`config.mk`:
```
export PLATFORM = sky130hd
export DESIGN_NAME = doorbell_irq_arbiter
export DESIGN_NICKNAME = d
export VERILOG_FILES = /design/src/rtl/doorbell_irq_arbiter_pkg.sv /design/src/rtl/doorbell_irq_arbiter_rr_arbiter.sv /design/src/rtl/doorbell_irq_arbiter.sv
export SDC_FILE = /design/constraint.sdc
export NUM_CORES = 1
export LEC_CHECK = 0
export CELL_PAD_IN_SITES_DETAIL_PLACEMENT = 0
export CELL_PAD_IN_SITES_GLOBAL_PLACEMENT = 1
export CORE_ASPECT_RATIO = 0.9
export CORE_UTILIZATION = 35
export DETAILED_ROUTE_END_ITERATION = 8
export PLACE_DENSITY_LB_ADDON = 0.1
export SYNTH_ARGS = -nofsm -noshare
export SYNTH_HDL_FRONTEND = slang
export SYNTH_SLANG_ARGS = --single-unit
```
`constraint.sdc`:
```
create_clock -name clk -period 1.26 [get_ports clk]
set_input_delay 0.252 -clock clk [delete_from_list [all_inputs] [get_ports clk]]
set_output_delay 0.252 -clock clk [all_outputs]
set_load 0.02 [all_outputs]
```
`src/rtl/doorbell_irq_arbiter_pkg.sv`:
```
// Shared definitions for the doorbell IRQ arbiter.
// Contents:
//   db_state_e : delivery FSM states (DB_IDLE / DB_BUSY)
//   ARB_RR     : round-robin arbitration mode value
//   ARB_FIXED  : fixed-priority arbitration mode value (lowest index wins)
//   id_width() : source-id width for a given source count, never below 1
package doorbell_irq_arbiter_pkg;

  typedef enum logic {
    DB_IDLE = 1'b0,
    DB_BUSY = 1'b1
  } db_state_e;

  localparam int unsigned ARB_RR    = 0;
  localparam int unsigned ARB_FIXED = 1;

  function automatic int unsigned id_width(input int unsigned n);
    return (n <= 2) ? 1 : $clog2(n);
  endfunction

endpackage

```
`src/rtl/doorbell_irq_arbiter_rr_arbiter.sv`:
```
// Combinational request arbiter for the doorbell IRQ arbiter.
// In round-robin mode the search starts at ptr and wraps. In fixed mode the
// search starts at index 0, so the lowest pending index wins.
// Ports:
//   req    in   NUM_SRC  request vector (pending doorbells)
//   ptr    in   ID_W     round-robin start index (< NUM_SRC)
//   mode   in   1        0 = round-robin, 1 = fixed priority
//   gnt_id out  ID_W     index of the winning request (0 when none)
//   any    out  1        at least one request is set
module doorbell_rr_arbiter #(
  parameter int unsigned NUM_SRC = 2,
  parameter int unsigned ID_W    = 1
) (
  input  logic [NUM_SRC-1:0] req,
  input  logic [ID_W-1:0]    ptr,
  input  logic               mode,
  output logic [ID_W-1:0]    gnt_id,
  output logic               any
);

  always_comb begin
    int unsigned base;
    int unsigned idx;
    gnt_id = '0;
    any    = 1'b0;
    base   = 0;
    idx    = 0;
    if (!mode) begin
      base = 32'(ptr);
    end
    for (int unsigned off = 0; off < NUM_SRC; off++) begin
      // Rotated index with wrap; base is always below NUM_SRC.
      idx = base + off;
      if (idx >= NUM_SRC) begin
        idx = idx - NUM_SRC;
      end
      if (!any && req[idx]) begin
        any    = 1'b1;
        gnt_id = ID_W'(idx);
      end
    end
  end

endmodule

```
`src/rtl/doorbell_irq_arbiter.sv`:
```
// Doorbell IRQ arbiter: captures ready+flags doorbells from NUM_SRC execution
// units into per-source pending registers, arbitrates them and delivers one
// doorbell at a time to the HCI over a valid/ack handshake. Events coalesced
// into an already-pending doorbell set a sticky overflow bit.
// Default build: src0 = FPU, src1 = SIMD.
// Ports:
//   clk        in   1               rising-edge clock
//   rst        in   1               asynchronous active-high reset
//   src_ready  in   NUM_SRC         per-source doorbell event
//   src_flags  in   NUM_SRC*FLAG_W  flags, source i at [i*FLAG_W +: FLAG_W]
//   src_mask   in   NUM_SRC         1 = ignore new events from source i
//   ovf_clr    in   NUM_SRC         pulse clears overflow[i]
//   hci_valid  out  1               doorbell presented to HCI
//   hci_src_id out  ID_W            index of presented source
//   hci_flags  out  FLAG_W          flags of presented doorbell
//   hci_ack    in   1               HCI accept, effective while hci_valid=1
//   pending    out  NUM_SRC         per-source pending bits
//   overflow   out  NUM_SRC         sticky coalescing indicator
module doorbell_irq_arbiter
  import doorbell_irq_arbiter_pkg::*;
#(
  parameter  int unsigned NUM_SRC  = 2,
  parameter  int unsigned FLAG_W   = 4,
  parameter  int unsigned ARB_MODE = ARB_RR,
  localparam int unsigned ID_W     = id_width(NUM_SRC)
) (
  input  logic                      clk,
  input  logic                      rst,
  input  logic [NUM_SRC-1:0]        src_ready,
  input  logic [NUM_SRC*FLAG_W-1:0] src_flags,
  input  logic [NUM_SRC-1:0]        src_mask,
  input  logic [NUM_SRC-1:0]        ovf_clr,
  output logic                      hci_valid,
  output logic [ID_W-1:0]           hci_src_id,
  output logic [FLAG_W-1:0]         hci_flags,
  input  logic                      hci_ack,
  output logic [NUM_SRC-1:0]        pending,
  output logic [NUM_SRC-1:0]        overflow
);

  db_state_e          state_q, state_d;
  logic [FLAG_W-1:0]  pflags_q [NUM_SRC];
  logic [FLAG_W-1:0]  pflags_d [NUM_SRC];
  logic [NUM_SRC-1:0] pending_d, overflow_d;
  logic [NUM_SRC-1:0] event_v;
  logic [ID_W-1:0]    rr_ptr_q, rr_ptr_d;
  logic [ID_W-1:0]    gnt_id;
  logic               any_pending;
  logic               grant_fire;
  logic               hci_valid_d;
  logic [ID_W-1:0]    hci_src_id_d;
  logic [FLAG_W-1:0]  hci_flags_d;

  assign event_v    = src_ready & ~src_mask;
  assign grant_fire = (state_q == DB_IDLE) && any_pending;

  doorbell_rr_arbiter #(
    .NUM_SRC (NUM_SRC),
    .ID_W    (ID_W)
  ) u_arb (
    .req    (pending),
    .ptr    (rr_ptr_q),
    .mode   (ARB_MODE == ARB_FIXED),
    .gnt_id (gnt_id),
    .any    (any_pending)
  );

  // Per-source capture. A source granted this cycle is being emptied, so a
  // simultaneous event starts a fresh doorbell instead of coalescing.
  always_comb begin
    logic [FLAG_W-1:0] new_flags;
    logic              granted;
    logic              ovf_set;
    new_flags = '0;
    granted   = 1'b0;
    ovf_set   = 1'b0;
    pending_d  = pending;
    overflow_d = overflow;
    for (int unsigned i = 0; i < NUM_SRC; i++) begin
      pflags_d[i] = pflags_q[i];
      new_flags   = src_flags[i*FLAG_W +: FLAG_W];
      granted     = grant_fire && (gnt_id == ID_W'(i));
      ovf_set     = 1'b0;
      if (granted) begin
        pending_d[i] = event_v[i];
        if (event_v[i]) begin
          pflags_d[i] = new_flags;
        end
      end else if (event_v[i]) begin
        if (pending[i]) begin
          pflags_d[i] = pflags_q[i] | new_flags;
          ovf_set     = 1'b1;
        end else begin
          pending_d[i] = 1'b1;
          pflags_d[i]  = new_flags;
        end
      end
      if (ovf_set) begin
        overflow_d[i] = 1'b1;
      end else if (ovf_clr[i]) begin
        overflow_d[i] = 1'b0;
      end
    end
  end

  always_comb begin
    state_d      = state_q;
    hci_valid_d  = hci_valid;
    hci_src_id_d = hci_src_id;
    hci_flags_d  = hci_flags;
    rr_ptr_d     = rr_ptr_q;
    case (state_q)
      DB_IDLE: begin
        if (any_pending) begin
          state_d      = DB_BUSY;
          hci_valid_d  = 1'b1;
          hci_src_id_d = gnt_id;
          hci_flags_d  = pflags_q[gnt_id];
          if (ARB_MODE == ARB_RR) begin
            rr_ptr_d = (gnt_id == ID_W'(NUM_SRC - 1)) ? '0 : gnt_id + 1'b1;
          end
        end
      end
      DB_BUSY: begin
        if (hci_ack) begin
          state_d     = DB_IDLE;
          hci_valid_d = 1'b0;
        end
      end
      default: begin
        state_d     = DB_IDLE;
        hci_valid_d = 1'b0;
      end
    endcase
  end

  always_ff @(posedge clk or posedge rst) begin
    if (rst) begin
      state_q    <= DB_IDLE;
      rr_ptr_q   <= '0;
      hci_valid  <= 1'b0;
      hci_src_id <= '0;
      hci_flags  <= '0;
      pending    <= '0;
      overflow   <= '0;
      for (int unsigned i = 0; i < NUM_SRC; i++) begin
        pflags_q[i] <= '0;
      end
    end else begin
      state_q    <= state_d;
      rr_ptr_q   <= rr_ptr_d;
      hci_valid  <= hci_valid_d;
      hci_src_id <= hci_src_id_d;
      hci_flags  <= hci_flags_d;
      pending    <= pending_d;
      overflow   <= overflow_d;
      for (int unsigned i = 0; i < NUM_SRC; i++) begin
        pflags_q[i] <= pflags_d[i];
      end
    end
  end

endmodule

```
==> results of run 1 <==
## flip-flops by register name (all words and copies together) (netlist names)
signal	flops
hci_flags	4
hci_src_id	1
hci_valid	1
overflow	2
pending	2
pflags_q	8
rr_ptr_q	1
state_q	1
## timing repair
action                                  4_1_cts  5_1_grt
pin swaps                                     0        2
endpoints found under the setup margin       10       13
hold buffers                                  0        0
resized for setup                            21       12
setup buffers                                 0        3
## per-stage QoR
| stage | instances | setup TNS, ns | utilization [%] |
|---|---|---|---|
| after global routing | 139 | 0 | 53.8 |
| after floorplan | 75 | 0 | - |
| after detailed placement | 132 | -1.17 | 53.2 |
| after global placement | 132 | -1.04 | 53.2 |
| final | 139 | 0 | 53.8 |
| after CTS | 136 | 0 | 54.9 |
## placed cells by master, fill, tap and decap left out, drive strengths merged
cell           instances
mux2i                  4
and2b                  1
a22o                   6
nand3                  4
buf                   10
o22ai                  2
nand2b                 4
nand2                  6
a32oi                  4
nor3                   1
clkbuf                13
dfrtp                 20
inv                    9
o21bai                 1
nor2b                  2
a22oi                  1
a21oi                  2
o21ai                  6
clkdlybuf4s50         16
## final cells by class
type	count	area [µm²]	share of cell area [%]
tap	27	33.8	2.75
timing repair buffer	35	282	22.9
inverter	9	33.8	2.75
multi-input combinational	44	342	27.8
clock buffer	4	36.3	2.96
sequential	20	500	40.8
## cell families after synthesis
group / count (synthesis) / synth area share [%]
compound gates: 22 / 22.4
flops: 20 / 56.3
simple gates: 18 / 11.5
buf+inv: 11 / 5.21
mux: 4 / 4.51
## worst max-delay path, cell delays in order, from the launching register on
cell and delay (ns):
dfrtp_1 0.41, buf_4 0.14, buf_4 0.17, o21bai_4 0.24
a22o_1 0.17
## final timing paths
check | startpoint | end | slack (ns) | cells after the start
setup / recovery | pending[0] | rr_ptr_q | 0.08 | 4
hold / removal | rst | overflow[1] | 0.25 | 3
setup reg to reg | pending[0] | rr_ptr_q | 0.08 | 4
hold reg to reg | hci_flags[1] | hci_flags[1] | 0.51 | 2
max in group asynchronous | rst | hci_src_id | 0.80 | 3
min in group clk | ovf_clr[1] | overflow[1] | 0.50 | 2
## power breakdown
group          internal, µW  total, µW  switching (µW)
registers               889       1070             182
clock network           176        374             198
logic                   552       1210             653
total                  1620       2650            1030
## layer usage
| layer | global-route usage [%] | share of wire, % | vias up |
|---|---|---|---|
| met2 | 22.9 | 44 | 19 |
| li1 | - | - | 343 |
| met1 | 20.8 | 48 | 320 |
| met4 | 4.17 | 0.85 | 0 |
| met3 | 7.10 | 6.2 | 2 |
| met5 | 0 | 0 | - |
==> reports/results.ini, run 1 <==
[timing]
finalSetupViolations=0
hold_slack_ns=0.249
timing.final.crit_share_pct=94.0
worstMarginPinSlew_ns=0.314
max_freq_ghz=0.844
rsz0062_at_grt=no
timing.final.ws_setup_ns=0.0759
relSlewSlack_pct=79.1
slew_viol_final=0
post-route-min-period_ns=1.18
finalClockSkew_ns=0.00502
finalHoldViolations=0

[place]
dp_hpwl_um=1290
preCtsSetupSlack_ns=-0.136
port_buffers=26
gp_congestion=0.726
dpl_cell_area_um2=1210

[routing]
via_per_inst=4.92
drc=0
wl_per_cell_um=12.7
drt-total-wl_um=1770
num_vias=684
first_pass_iters=4
ant_nets=0
initialDrtViolationCount=10

[floorplan]
die_y_um=49.8
rows=16
start_util_pct=38.9
core_area_um2=2280
die_x_um=55.1
io_pins=27
die_area_um2=2740

[finish]
nets=130
diodes=0
fillers=232
drive_gt1_share_pct=27.7
final_area_um2=1230
syn_to_final_growth_pct=38.2

[synth]
syn-num-nets=92
synth_edf_count=0
synthCells=75
synth_top_area_share_pct=56.3
async_flop_share_pct=100
ys_top_cells_by_count=dfrtp_1, inv_1, a22o_1, nand2_1
ys_ff_latch=20
synth_area_per_cell_um2=11.8
ys_top_cells_by_area=dfrtp_1, a22o_1, mux2i_1, a32oi_1, inv_1
synth_top_area_cell=dfrtp_1
yosysMostFrequentCell=dfrtp_1
synth_ff_type=dfrtp_1
yosys_warnings=0
ys_seq_area_share_pct=56.3
synth_area_um2=888
synth.distinct_cells=24

[pwr]
fin_total_pwr_uw=2650
p_per_area_nw_per_um2=2160
ir_drop_mv=1.41
leakage_uw=0.000601

[worst_setup_path]
cp.arrival_ns=1.43
critPathLaunchType=flop
crit_type=flop to flop
critPathCaptureType=flop
cp.required_ns=1.51
worstPathMaxFanout=9

[global_route]
grt-ovfl-total=0
grtUsageTotal_pct=15.7
grt_pass1_vias=683
grt_pass1_wl_um=3020
antenna_found_initial=0
grt_max_degree=21

[clock_tree]
cts_tree=yes
htreeDepth=1
cts_buffer_depth=2
root_buffer=clkbuf_4
cts_sinks=20
clk-insertion-delay-late_ns=0.30
clk_pin_slew_ns=0.11
cts_inserted_buffers=3

[job]
drv_cap=0

[worst_hold_path]
hp-class=input port to asynchronous set/reset pin

[outcome]
outcome=finished, final reports clean

(Power assumes the default switching activity.)
==> inputs of run 2 (changes only) <==
--- a/config.mk
+++ b/config.mk
@@ -8,9 +8,9 @@
 export CELL_PAD_IN_SITES_DETAIL_PLACEMENT = 0
 export CELL_PAD_IN_SITES_GLOBAL_PLACEMENT = 1
 export CORE_ASPECT_RATIO = 0.9
-export CORE_UTILIZATION = 35
+export CORE_UTILIZATION = 37
 export DETAILED_ROUTE_END_ITERATION = 8
-export PLACE_DENSITY_LB_ADDON = 0.1
+export PLACE_DENSITY = 0.78
 export SYNTH_ARGS = -nofsm -noshare
 export SYNTH_HDL_FRONTEND = slang
 export SYNTH_SLANG_ARGS = --single-unit
==> constraint.sdc (replaced) <==
create_clock -name clk -period 1.4 [get_ports clk]
set_input_delay 0.28 -clock clk [delete_from_list [all_inputs] [get_ports clk]]
set_output_delay 0.28 -clock clk [all_outputs]
set_load 0.02 [all_outputs]
==> run 2 against run 1 <==
Net effect: global-route usage rose by 1.2 points; first-iteration DRC count fell by 30%; critical path depth fell by 3; non-clock buffer count fell by 5; power fell by 12%; critical endpoint is now hci_flags[0].
==> reports/results.ini, run 2 (synthesis results as in run 1) <==
[place]
port_buffers=26  ; unchanged
place_inst=130  ; was 132
gp_congestion=0.697  ; was 0.726
dp_hpwl_um=1290  ; about the same

[timing]
relSlewSlack_pct=79.5  ; was 79.1%
hold_slack_ns=0.277  ; was 0.249 ns
slew_viol_final=0  ; unchanged
max_freq_ghz=0.759
worstMarginPinSlew_ns=0.307  ; was 0.314 ns
finalHoldViolations=0  ; unchanged
rsz0062_at_grt=no  ; unchanged
finalClockSkew_ns=0.00351  ; was 0.00502 ns
timing.final.crit_share_pct=94.1
post-route-min-period_ns=1.32
finalSetupViolations=0  ; unchanged

[worst_setup_path]
cp.arrival_ns=1.04  ; was 1.43 ns
critPathCaptureType=output pin  ; was flop
crit_family=flip-flops  ; was compound AO/OA/AOI/OAI gates
worstPathMaxFanout=2  ; was 9
r2r_end=overflow[1]  ; was rr_ptr_q
slowest_stage=dfrtp_1  ; unchanged
critPathCapture=hci_flags[0]  ; was rr_ptr_q
critPathBufInv=1  ; was 2
worstSetupPathDepth=1  ; was 4
crit_type=flop to output pin  ; was flop to flop
path_cells=dlygate4sd2_1  ; was buf_4 > buf_4 > o21bai_4 > a22o_1
critPathLaunchType=flop  ; unchanged
cpPeakStageDelay_ns=0.40  ; was 0.41 ns
crit_start=hci_flags[0]  ; was pending[0]
rrSetupSlack_ns=0.16  ; was 0.08 ns
r2r_cells=4  ; unchanged
cp.required_ns=1.12  ; was 1.51 ns
r2r-start=pending[0]  ; unchanged

[finish]
syn_to_final_growth_pct=37.7  ; was 38.2%
final_common_cell=dfrtp_1  ; unchanged
fin_util_pct=55.1  ; was 53.8%
drive_gt1_share_pct=14.0  ; was 27.7%
largestRegisters=pflags_q: 8 flops, hci_flags: 4 flops  ; unchanged
diodes=0  ; unchanged
finalNonFillerCells=134  ; was 139
final_cell_mix=dfrtp_1, clkdlybuf4s50_1, dlygate4sd2_1  ; was dfrtp_1, clkdlybuf4s50_1, clkbuf_2
fillers=211  ; was 232
regMostFlops=pflags_q  ; unchanged
nets=125  ; was 130
largest_register_ffs=8  ; unchanged

[clock_tree]
cts_inserted_buffers=3  ; unchanged
clk-insertion-delay-late_ns=0.31  ; was 0.30 ns
cts_buffer_depth=2  ; unchanged
cts_hold_buf=0  ; unchanged
cts_tree=yes  ; unchanged
htreeDepth=1  ; unchanged
root_buffer=clkbuf_4  ; unchanged
clk_pin_slew_ns=0.11  ; about the same
cts_sinks=20  ; unchanged

[global_route]
grt_pass1_wl_um=3090  ; was 3020 µm
grt_max_degree=21  ; unchanged
grt-ovfl-total=0  ; unchanged
grtUsageTotal_pct=16.9  ; was 15.7%
grt_pass1_vias=668  ; was 683
antenna_found_initial=0  ; unchanged

[floorplan]
die_y_um=48.5  ; was 49.8 µm
io_pins=27  ; unchanged
die_x_um=53.7  ; was 55.1 µm
core_area_um2=2220  ; was 2280 µm²
rows=16  ; unchanged
start_util_pct=40.0  ; was 38.9%
die_area_um2=2600  ; was 2740 µm²

[routing]
ant_nets=0  ; unchanged
first_pass_iters=4  ; unchanged
via_per_inst=5.12  ; was 4.92
initialDrtViolationCount=7  ; was 10
num_vias=686  ; was 684
drt-total-wl_um=1770  ; about the same
drc=0  ; unchanged
wl_per_cell_um=13.2  ; was 12.7 µm

[job]
drv_cap=0  ; unchanged

[pwr]
leakage_uw=0.000593  ; was 0.000601 µW
p_per_area_nw_per_um2=1900  ; was 2160 nW/µm²
ir_drop_mv=1.10  ; was 1.41 mV

[worst_hold_path]
hp-class=input port to asynchronous set/reset pin  ; unchanged

[outcome]
outcome=finished, final reports clean  ; unchanged

run 2: metrics by stage:
step	cell area [µm²]	setup TNS [ns]	total power [µW]	setup slack (ns)
2_1_floorplan	888	0	1640	0.255
3_3_place_gp	1200	-0.00438	2080	-0.00177
3_5_place_dp	1200	-0.126	2100	-0.0248
4_1_cts	1220	0	2350	0.0771
5_1_grt	1220	0	2500	0.0316
6_report	1220	0	2330	0.0822
run 2: power by group:
group / total (µW) / internal [µW] / switching, µW
logic: 1030 / 452 / 574
registers: 960 / 800 / 160
clock network: 340 / 159 / 181
total: 2330 / 1410 / 915
run 2: worst min path at each step:
stage                 startpoint           end  slack (ns)  cells past startpoint
floorplan                    rst  hci_flags[0]        0.24                      1
global placement    hci_flags[2]  hci_flags[2]        0.48                      2
detailed placement  hci_flags[2]  hci_flags[2]        0.48                      2
CTS                          rst       state_q        0.29                      3
global route                 rst    pending[1]        0.30                      3
finish                       rst   overflow[1]        0.28                      3
run 2: area by class of cell:
cell class | instances | area, µm² | share of cell area, %
sequential | 20 | 500 | 40.9
multi-input combinational | 44 | 342 | 27.9
timing repair buffer | 30 | 278 | 22.7
clock buffer | 4 | 36.3 | 2.97
inverter | 9 | 33.8 | 2.76
tap | 27 | 33.8 | 2.76
run 2: worst reg2reg max path: stages, from the launching register on:
cell     delay (ns)
dfrtp_1        0.39
buf_4          0.19
nor2b_1        0.15
o21ai_2        0.26
o22ai_1        0.13
run 2: per-layer routing:
layer / track usage (%) / vias to the layer above / share of wire [%]
met3: 6.60 / 2 / 4.8
met4: 3.95 / 0 / 0.73
met1: 22.8 / 334 / 46
met2: 25.4 / 16 / 48
li1: - / 334 / -
met5: 0 / - / 0
run 2: repair_timing:
action | CTS | global route
buffers inserted | 0 | 0
gates resized for setup | 10 | 0
endpoints found under the setup margin | 10 | 0
==> RTL edit 1: new RTL, settings of run 2 <==
The parameter `FLAG_W` goes from 4 to 3.
--- a/src/rtl/doorbell_irq_arbiter.sv
+++ b/src/rtl/doorbell_irq_arbiter.sv
@@ -21,5 +21,5 @@
 #(
   parameter  int unsigned NUM_SRC  = 2,
-  parameter  int unsigned FLAG_W   = 4,
+  parameter  int unsigned FLAG_W   = 3,
   parameter  int unsigned ARB_MODE = ARB_RR,
   localparam int unsigned ID_W     = id_width(NUM_SRC)
Interface: changed (resized hci_flags and src_flags); port bits go from 27 to 24. The function was not compared with the original's and may differ.
==> RTL edit 1 against run 2 <==
Worst setup slack improved by 20 ps. Clock skew barely moved. Synthesized cell count fell by 13%. Design area fell by 17%. First-iteration DRC count rose by 43%. Largest power group unchanged. Largest cell class unchanged. Sequential cell count fell by 3. Total power fell by 19%. Wire length fell by 17%. Area after synthesis fell by 19%. Critical path type unchanged. Sequential share of layout area rose by 0.92 points. Via count fell by 12%.
==> RTL edit 1: results <==
group,metric,value,unit
synth,syn-num-nets,80,
global_route,grt_first_pass_wirelength,2590,um
global_route,met2_usage,0.265,
drt,wl_per_cell,12.4,um
drt,dr_total_vias,607,
sta,tightest_slew,326,ps
drt,met1Wirelength,702,um
placement,dpl_worst_slack,-21.6,ps
synth,postSynthCellCount,65,
finish,top_regs,"pflags_q x6, hci_flags x3",
cts,cts_resized,9,
drt,first_iter_violations,10,
global_route,grt_pass1_vias,602,
global_route,grt_max_degree,18,
outcome,status,"finished, final reports clean",
placement,dp_hpwl,1080,um
finish,drive_above_1_share,0.106,
synth,synth_area_leaders,"dfrtp_1, a22o_1, mux2i_1",
drt,wl_met2,661,um
placement,gp_congestion,0.753,
synth,synth_common_cells,"dfrtp_1, inv_1, a22o_1, nand2_1, nand2b_1",
finish,nets,110,
global_route,grt_use_met3,0.0632,
synth,yosysUniqueCellTypes,20,
global_route,grt_use_total,0.167,
finish,n_fill_cell,162,
setup_path,crit_arrival,1020,ps
global_route,grt_util_met1,0.210,
==> RTL edit 1: cell types whose count changed after synthesis, moves of 2 or more <==
cell     before  now
nor2b_1       1    3
o21ai_1       4    1
dfrtp_1      20   17
o21ai_0       0    3
==> RTL edit 1: cells by family after synthesis <==
family,after synthesis,share of synthesized area
AO/OA/AOI/OAI,19,0.200
flip-flops,17,0.590
AND/OR/NAND/NOR,16,0.115
buffers and inverters,10,0.0538
multiplexers,3,0.0417
==> RTL edit 1: layout make-up <==
type,instances,area share
Inverter,8,0.0295
Timing Repair Buffer,27,0.245
Multi-Input combinational cell,38,0.252
Sequential cell,17,0.418
Tap cell,24,0.0295
Clock buffer,4,0.0258
==> RTL edit 1: power breakdown <==
| group | internal (mW) | switching (mW) | total, mW |
|---|---|---|---|
| Sequential | 0.681 | 0.127 | 0.808 |
| Combinational | 0.361 | 0.466 | 0.827 |
| Clock | 0.111 | 0.149 | 0.260 |
| Total | 1.15 | 0.741 | 1.89 |
==> RTL edit 1: stage by stage <==
step                instance area (um2)  setup TNS (ps)
floorplan                           721               0
global placement                   1000               0
detailed placement                 1000           -31.0
CTS                                1020               0
global route                       1020               0
finish                             1020               0
==> RTL edit 1: final timing paths <==
kind                         startpoint           end  slack, ps
min reg2reg                hci_flags[2]  hci_flags[2]        510
min                                 rst    pending[0]        290
max                         overflow[0]   overflow[0]        100
max in group asynchronous           rst   pflags_q[5]        920
max reg2reg                  pending[1]   pflags_q[3]        150
min in group clk           hci_flags[2]  hci_flags[2]        510
==> RTL edit 1: worst reg2reg max path, delay by kind of cell, from the launching register on <==
kind                   cells  cell delay (ps)
buffers and inverters      1              150
DFF                        1              380
AOI/OAI and AO/OA          3              600
==> RTL edit 2: new RTL, config.mk and constraints of run 2 <==
Made on the original files. Put one more register stage on the output `hci_flags`, cleared by the reset. The value now appears one clock later. The other outputs are not delayed to match.
--- a/src/rtl/doorbell_irq_arbiter.sv
+++ b/src/rtl/doorbell_irq_arbiter.sv
@@ -38,4 +38,6 @@
   output logic [NUM_SRC-1:0]        overflow
 );
+
+  logic [FLAG_W-1:0] hci_flags_s0;
 
   db_state_e          state_q, state_d;
@@ -108,5 +110,5 @@
     hci_valid_d  = hci_valid;
     hci_src_id_d = hci_src_id;
-    hci_flags_d  = hci_flags;
+    hci_flags_d  = hci_flags_s0;
     rr_ptr_d     = rr_ptr_q;
     case (state_q)
@@ -141,5 +143,5 @@
       hci_valid  <= 1'b0;
       hci_src_id <= '0;
-      hci_flags  <= '0;
+      hci_flags_s0 <= '0;
       pending    <= '0;
       overflow   <= '0;
@@ -152,5 +154,5 @@
       hci_valid  <= hci_valid_d;
       hci_src_id <= hci_src_id_d;
-      hci_flags  <= hci_flags_d;
+      hci_flags_s0 <= hci_flags_d;
       pending    <= pending_d;
       overflow   <= overflow_d;
@@ -161,4 +163,12 @@
   end
 
+  always_ff @(posedge clk or posedge rst) begin
+    if (rst) begin
+      hci_flags <= '0;
+    end else begin
+      hci_flags <= hci_flags_s0;
+    end
+  end
+
 endmodule
 
Behaviour: not the same (Yosys sat finds a counterexample within 4 cycles, from zero or initial values and one cycle with rst high).
==> RTL edit 2 against run 2 <==
Area after synthesis is 4.8% higher. Design area is 6.4% higher. Sequential cell count is 4 higher. Largest cell class unchanged. Worst setup slack worse by 14 ps. Hold slack better by 18 ps. Cell count is 3.0% higher. Register-to-register slack better by 60 ps. Highest routed layer unchanged. Total power is 11% higher. Sequential power is 19% higher. Wire length is 1.8% higher. Sequential share of layout area is 5.2 points higher.
==> RTL edit 2: results <==
group,metric,value,unit
setup_path,regToRegSetupSlack,220,ps
drt,via_per_inst,5.06,
outcome,status,"finished, final reports clean",
pwr,ir_drop,1.44,mV
placement,io_buffers,26,
placement,dpl_worst_slack,-69.5,ps
drt,first_iter_violations,8,
synth,postSynthCellCount,76,
finish,fin_util,0.571,
setup_path,regToRegStartpoint,"state_q",
global_route,grt_max_degree,25,
global_route,grt_pass1_vias,691,
global_route,grt_use_total,0.155,
finish,nonClockBufferCount,33,
synth,syn_area_per_cell,12.2,um2
synth,synth_common_cells,"dfrtp_1, inv_1, o21ai_0, o21ai_1",
finish,clockNetworkAreaShare,0.0403,
cts,cts_sinks,24,
setup_path,critPathLaunch,"pending[0]",
finish,multi_input_area,285,um2
synth,syn-num-nets,93,
finish,fin_cells,138,
finish,n_fill_cell,218,
setup_path,worstPathMaxFanout,3,
placement,gp_congestion,0.714,
setup_path,r2r_end,"pflags_q[6]",
synth,yosysUniqueCellTypes,22,
sta,clock_skew,9.68,ps
synth,synth-seq-area-share,0.645,
placement,dp_hpwl,1380,um
global_route,grt_first_pass_wirelength,3020,um
drt,wl_per_cell,13.1,um
cts,clk_pin_slew,130,ps
finish,n_all_inverters,8,
finish,top_regs,"pflags_q x8, hci_flags x4, hci_flags_s0 x4",
setup_path,slowest_delay,420,ps
finish,multi_input_cells,42,
synth,synth_area_leaders,"dfrtp_1, mux2i_1, a22o_1",
sta,holdWs,294,ps
finish,drive_above_1_share,0.117,
sta,clock.fmax,751,MHz
setup_path,crit_end,"pending[0]",
finish,nonClkBufAreaFrac,0.231,
-- RTL edit 2: changes by cell type in the layout (fill, tap and decap cells not counted), moves of 2 or more --
cell / before / now
dfrtp_1: 20 / 24
a22o_1: 6 / 4
nor2_1: 0 / 2
nand3_1: 4 / 0
buf_4: 4 / 7
o21ai_0: 0 / 5
nand2_1: 6 / 4
-- RTL edit 2: report_power, final --
part / total (mW) / switching (mW) / internal (mW) / leakage (nW)
sequential: 1.14 / 0.167 / 0.978 / 0.277
combinational: 0.940 / 0.494 / 0.446 / 0.330
clock: 0.489 / 0.200 / 0.289 / 0.0279
-- RTL edit 2: routing by layer --
layer,track usage,share of wire,vias up
met3,0.0648,0.078,2
li1,-,-,335
met1,0.188,0.45,334
met5,0,0,-
met4,0.0256,0.0072,0
met2,0.253,0.46,27
-- RTL edit 2: cell families (layout without fill, tap and decap cells) --
kind of cell,after synthesis,after routing,synth area share
compound gates,25,25,0.179
buf+inv,10,45,0.0484
flops,24,24,0.645
mux,4,4,0.0430
simple gates,13,13,0.0847
